===== src/rtl/i2c_arb_pkg.sv =====
// rtl/i2c_arb_pkg.sv - shared types and constants for the I2C Wishbone arbiter
package i2c_arb_pkg;

  typedef enum logic [1:0] {
    ST_IDLE  = 2'd0,
    ST_ISSUE = 2'd1,
    ST_RESP  = 2'd2,
    ST_ERR   = 2'd3
  } arb_state_e;

  localparam int I2C_ARB_TIMEOUT_DEF = 255;

  // Register map of the 8-bit I2C master Wishbone slave
  localparam logic [2:0] I2C_REG_STATUS   = 3'h0;
  localparam logic [2:0] I2C_REG_CMD      = 3'h2;
  localparam logic [2:0] I2C_REG_DATA     = 3'h4;
  localparam logic [2:0] I2C_REG_PRESCALE = 3'h6;

endpackage


===== src/rtl/i2c_arb_rr2.sv =====
// rtl/i2c_arb_rr2.sv - combinational two-way round-robin pick
module i2c_arb_rr2 (
  input  logic [1:0] req,
  input  logic       last,
  output logic       valid,
  output logic       idx
);

  // On a tie the requester that was not served last wins
  always_comb begin
    valid = |req;
    idx   = (req == 2'b11) ? ~last : req[1];
  end

endmodule


===== src/rtl/i2c_wb_arbiter.sv =====
// rtl/i2c_wb_arbiter.sv - two-requester arbiter and single-beat Wishbone sequencer
module i2c_wb_arbiter
  import i2c_arb_pkg::*;
#(
  parameter int ADR_W   = 3,
  parameter int DAT_W   = 8,
  parameter int TIMEOUT = I2C_ARB_TIMEOUT_DEF
) (
  input  logic             clk,
  input  logic             rst,
  input  logic             req0_stb,
  input  logic             req0_we,
  input  logic [ADR_W-1:0] req0_adr,
  input  logic [DAT_W-1:0] req0_dat_w,
  output logic [DAT_W-1:0] req0_dat_r,
  output logic             req0_ack,
  output logic             req0_err,
  input  logic             req1_stb,
  input  logic             req1_we,
  input  logic [ADR_W-1:0] req1_adr,
  input  logic [DAT_W-1:0] req1_dat_w,
  output logic [DAT_W-1:0] req1_dat_r,
  output logic             req1_ack,
  output logic             req1_err,
  output logic [ADR_W-1:0] wbm_adr_o,
  output logic [DAT_W-1:0] wbm_dat_o,
  output logic             wbm_we_o,
  output logic             wbm_stb_o,
  output logic             wbm_cyc_o,
  input  logic [DAT_W-1:0] wbm_dat_i,
  input  logic             wbm_ack_i,
  output logic [1:0]       grant,
  output logic             busy
);

  localparam logic [7:0] CNT_LAST = 8'(TIMEOUT - 1);

  arb_state_e state, state_nxt;
  logic       last;
  logic [7:0] cnt;
  logic [1:0] req_elig;
  logic       pick_valid, pick_idx;
  logic       owner, tmo_hit;
  logic       start, capture, issue_end, resp_cyc, err_cyc;

  // A requester whose completion pulse is showing still holds a stale stb
  assign req_elig = {req1_stb & ~(req1_ack | req1_err),
                     req0_stb & ~(req0_ack | req0_err)};
  assign owner    = grant[1];
  assign tmo_hit  = (cnt == CNT_LAST);
  assign busy     = (state != ST_IDLE);

  i2c_arb_rr2 u_rr2 (
    .req   (req_elig),
    .last  (last),
    .valid (pick_valid),
    .idx   (pick_idx)
  );

  always_ff @(posedge clk) begin
    if (rst) state <= ST_IDLE;
    else     state <= state_nxt;
  end

  always_comb begin
    state_nxt = state;
    case (state)
      ST_IDLE:  if (pick_valid) state_nxt = ST_ISSUE;
      ST_ISSUE: begin
        if (wbm_ack_i)    state_nxt = ST_RESP;
        else if (tmo_hit) state_nxt = ST_ERR;
      end
      ST_RESP:  state_nxt = ST_IDLE;
      ST_ERR:   state_nxt = ST_IDLE;
      default:  state_nxt = ST_IDLE;
    endcase
  end

  always_comb begin
    start     = (state == ST_IDLE) && pick_valid;
    capture   = (state == ST_ISSUE) && wbm_ack_i && !wbm_we_o;
    issue_end = (state == ST_ISSUE) && (wbm_ack_i || tmo_hit);
    resp_cyc  = (state == ST_RESP);
    err_cyc   = (state == ST_ERR);
  end

  always_ff @(posedge clk) begin
    if (rst) begin
      last       <= 1'b1;
      cnt        <= 8'd0;
      grant      <= 2'b00;
      wbm_adr_o  <= '0;
      wbm_dat_o  <= '0;
      wbm_we_o   <= 1'b0;
      wbm_stb_o  <= 1'b0;
      wbm_cyc_o  <= 1'b0;
      req0_dat_r <= '0;
      req1_dat_r <= '0;
      req0_ack   <= 1'b0;
      req1_ack   <= 1'b0;
      req0_err   <= 1'b0;
      req1_err   <= 1'b0;
    end else begin
      req0_ack <= 1'b0;
      req1_ack <= 1'b0;
      req0_err <= 1'b0;
      req1_err <= 1'b0;
      if (start) begin
        grant     <= pick_idx ? 2'b10 : 2'b01;
        wbm_adr_o <= pick_idx ? req1_adr : req0_adr;
        wbm_dat_o <= pick_idx ? req1_dat_w : req0_dat_w;
        wbm_we_o  <= pick_idx ? req1_we : req0_we;
        wbm_stb_o <= 1'b1;
        wbm_cyc_o <= 1'b1;
        cnt       <= 8'd0;
      end
      if (state == ST_ISSUE) cnt <= cnt + 8'd1;
      if (issue_end) begin
        wbm_stb_o <= 1'b0;
        wbm_cyc_o <= 1'b0;
      end
      if (capture) begin
        if (owner) req1_dat_r <= wbm_dat_i;
        else       req0_dat_r <= wbm_dat_i;
      end
      if (resp_cyc) begin
        req0_ack <= ~owner;
        req1_ack <= owner;
      end
      if (err_cyc) begin
        req0_err <= ~owner;
        req1_err <= owner;
      end
      if (resp_cyc || err_cyc) begin
        last  <= owner;
        grant <= 2'b00;
      end
    end
  end

endmodule


===== config.mk =====
export PLATFORM = sky130hd
export DESIGN_NAME = i2c_wb_arbiter
export DESIGN_NICKNAME = d
export VERILOG_FILES = /design/src/rtl/i2c_arb_pkg.sv /design/src/rtl/i2c_arb_rr2.sv /design/src/rtl/i2c_wb_arbiter.sv
export SDC_FILE = /design/constraint.sdc
export NUM_CORES = 1
export LEC_CHECK = 0
export BUFFER_PORTS_ARGS = -buffer_cell sky130_fd_sc_hd__buf_2
export CORE_MARGIN = 3
export CORE_UTILIZATION = 41
export CTS_CLUSTER_SIZE = 12
export DETAILED_ROUTE_END_ITERATION = 10
export PLACE_DENSITY = 0.71
export SKIP_LAST_GASP = 1
export SLEW_MARGIN = 5
export SYNTH_ARGS = -nofsm -noshare
export SYNTH_HDL_FRONTEND = slang
export SYNTH_SLANG_ARGS = --single-unit
export TNS_END_PERCENT = 5

===== constraint.sdc =====
create_clock -name clk -period 1.5 [get_ports clk]
set_input_delay 0.375 -clock clk [delete_from_list [all_inputs] [get_ports clk]]
set_output_delay 0.375 -clock clk [all_outputs]
set_load 0.05 [all_outputs]

==> impl_metrics.tcl <==
set metrics [dict create \
    ant_nets 0 \
    drv_slew 0 \
    synthMostInstantiatedCell "dfxtp_1" \
    fin_nets 336 \
    root_buffer "clkbuf_8" \
    layout-drive-gt1-share 0.3926 \
    wl_um 4626 \
    cp-end-kind "output pin" \
    drc_errors 0 \
    design_area_um2 2601 \
    die_area_um2 5578 \
    htreeDepth 2 \
    crit_start "state[0]" \
    yosysWarnings 0 \
    synth-async-reset-ratio 0 \
    grtUsageTotal 0.1711 \
    drt-met1-wl_um 2111 \
    place.gp.congestion 0.8721 \
    r2r_cells 5 \
    peakVddDrop_mv 0.7803 \
    clock_skew_ns 0.006216 \
    p_int_mw 2.044 \
    worstPathMaxFanout 4 \
    hold_violations 0 \
    yosys-top-cells-area "dfxtp_1, mux2i_1, nor2_1" \
    place_area_um2 2440 \
    period_minus_slack_ns 1.459 \
    hold_ws_ns 0.3169 \
    avgRoutedWirePerCell_um 13.22 \
    p_comb_frac 0.235 \
    p_seq_frac 0.447 \
    worstSkewPairLatency_ns 0.30 \
    antenna_found_initial 0 \
    num_rows 24 \
    cp_num_buf_inv 3 \
    core_um2 4444 \
    crit_path_max_incr_delay_ns 0.38 \
    cp_top_family "flip-flops" \
    setup_tns_ns 0 \
    die_h_um 74.69 \
    fmax_ghz 0.6853 \
    pwr-share-clk 0.318 \
    routed-wl-met3_um 202 \
    hold_path_depth 3 \
    cts.sinks 46 \
    syn_inst 212 \
    critPathSlowestCell "dfxtp_4" \
    grt_max_degree 27 \
    status "completed" \
    synth_top_flop_cell "dfxtp_1" \
    num_vias 1767 \
    place_worst_setup_slack_ns -0.09054 \
    rsz0062_at_grt "true" \
    cts_tree "done" \
    ys_seq_elements 46 \
    cts.clk_slew.worst_paths_ns 0.09 \
    synth_top_area_cell "dfxtp_1" \
    maxSlewHeadroom 0.7008 \
    grt_pass1_vias 1684 \
    synth_top_area_share 0.4761 \
    wl_met2_um 2243 \
    synth.cell_area_um2 1934 \
    finalWorstSetupSlack_ns 0.04085 \
    netlist-cell-type-count 38 \
    min_from "wbm_dat_i[5]" \
    power_density_nw_per_um2 1147 \
    power_leakage_nw 1.237 \
    syn2layout_area_growth_pct 34.48 \
    numPortBuffers 73 \
    synth.cells.most_frequent "dfxtp_1, nor2_1, nand2_1" \
    ios 74 \
    r2r_end "wbm_we_o" \
    ys_seq_area_frac 0.4761 \
    syn-num-nets 251 \
    required_ns 1.12 \
    fin_crit_sh 0.9728 \
    dp.final_hpwl_um 3425 \
    hold_path_class "in -> reg" \
    crit_path_start_kind "flop" \
    n_antenna_cell 0 \
    cts_inserted_buffers 5 \
    first_pass_iters 4 \
    grt_pass1_wl_um 7438 \
    grt.overflow.total 0 \
    arrival_ns 1.08 \
    highest_layer "met4" \
    start_util 0.4352 \
    swShare 0.3150 \
    r2r_setup_slack_ns 0.04 \
    worst_pin_slew_ns 0.4442 \
    maxCapViolations 0 \
    die_w_um 74.69 \
    avgSynthCellArea_um2 9.124 \
    crit_chain "nor2_2, buf_4, inv_1, buf_6" \
    drtIter0Drc 111 \
    timing.rr.start "req1_err" \
    synth_edf_count 0 \
    setup_viol 0 \
    cts_max_path_buffers 2 \
    crit_type "reg -> out" \
    switching_power_mw 0.9396 \
    via_per_inst 5.049 \
    whs_endpoint "req1_dat_r[5]" \
]
==> final cells by class <==
class / count / area [um^2]
Fill cell: 425 / 1843
Sequential cell: 46 / 930.9
Multi-Input combinational cell: 148 / 928.4
Timing Repair Buffer: 92 / 545.5
Clock buffer: 5 / 68.82
Tap cell: 52 / 65.06
Clock inverter: 3 / 47.55
Inverter: 4 / 15.01
==> placed cells by master, fill, tap and decap left out, types with 2 or more instances in the layout <==
cell / count
buf_2: 71
dfxtp_1: 40
nor2_1: 33
nand2_1: 28
mux2i_1: 17
buf_4: 16
o21ai_0: 13
a31oi_1: 9
a21oi_1: 6
clkbuf_8: 5
dfxtp_2: 5
inv_1: 4
nand3_1: 3
nor3_1: 3
or4_1: 3
a311oi_1: 3
nor4b_1: 2
nand4_1: 2
o31ai_1: 2
a311oi_2: 2
a211oi_1: 2
ha_1: 2
inv_6: 2
buf_6: 2
buf_12: 2
==> per-layer routing <==
layer,global-route usage,vias up
met1,0.2154,796
li1,-,921
met2,0.2868,42
met4,0.05731,0
met3,0.04272,8
met5,0,-
==> power groups by stage <==
stage / Combinational, mW / Sequential [mW] / Clock, mW
after detailed placement: 0.679 / 1.36 / 0
after global placement: 0.674 / 1.36 / 0
after floorplan: 0.260 / 1.57 / 0
after CTS: 0.692 / 1.33 / 0.979
after global routing: 0.749 / 1.34 / 1.02
final: 0.700 / 1.33 / 0.950
==> kinds of logic (layout without fill, tap and decap cells) <==
group,count (synthesis),after routing,share of synthesized area
buffers and inverters,18,104,0.05756
and+or+nand+nor,84,84,0.2102
adders and majority gates,2,2,0.01293
DFF,46,46,0.4761
muxes,17,17,0.08797
AOI/OAI and AO/OA,45,45,0.1552
==> worst max path at each step <==
stage                              end  cells after the start
after floorplan           wbm_adr_o[1]                      5
after global placement    wbm_dat_o[2]                      6
after detailed placement  wbm_dat_o[3]                      6
after CTS                     grant[1]                      2
after global routing          wbm_we_o                      5
final                             busy                      4
==> repair_timing <==
action / CTS / global route
setup endpoints to repair: 1 / 15
resized for setup: 5 / 6
setup buffers: 1 / 0
hold buffers: 0 / 0
pin swaps: 0 / 2
==> metrics by stage <==
stage,util,instances,power [mW]
final,0.5853,350,2.983
after global routing,0.5853,350,3.112
after CTS,0.5794,350,3.003
after detailed placement,0.5490,341,2.037
after global placement,0.5490,341,2.031
after floorplan,-,212,1.826
==> worst reg2reg max path: stages (launching register included) <==
cell and delay (ns):
dfxtp_2 0.34, or3b_4 0.43, a21oi_4 0.24, buf_6 0.17, nand2_1 0.05, a31oi_1 0.16
==> registers in the layout, indices dropped and copies added (netlist names) <==
register,flops
req1_err,1
req1_dat_r,8
req0_err,1
grant,2
wbm_cyc_o,1
wbm_adr_o,3
req0_dat_r,8
req1_ack,1
wbm_dat_o,8
last,1
cnt,8
state,2
req0_ack,1
wbm_we_o,1
(Power assumes the default switching activity.)
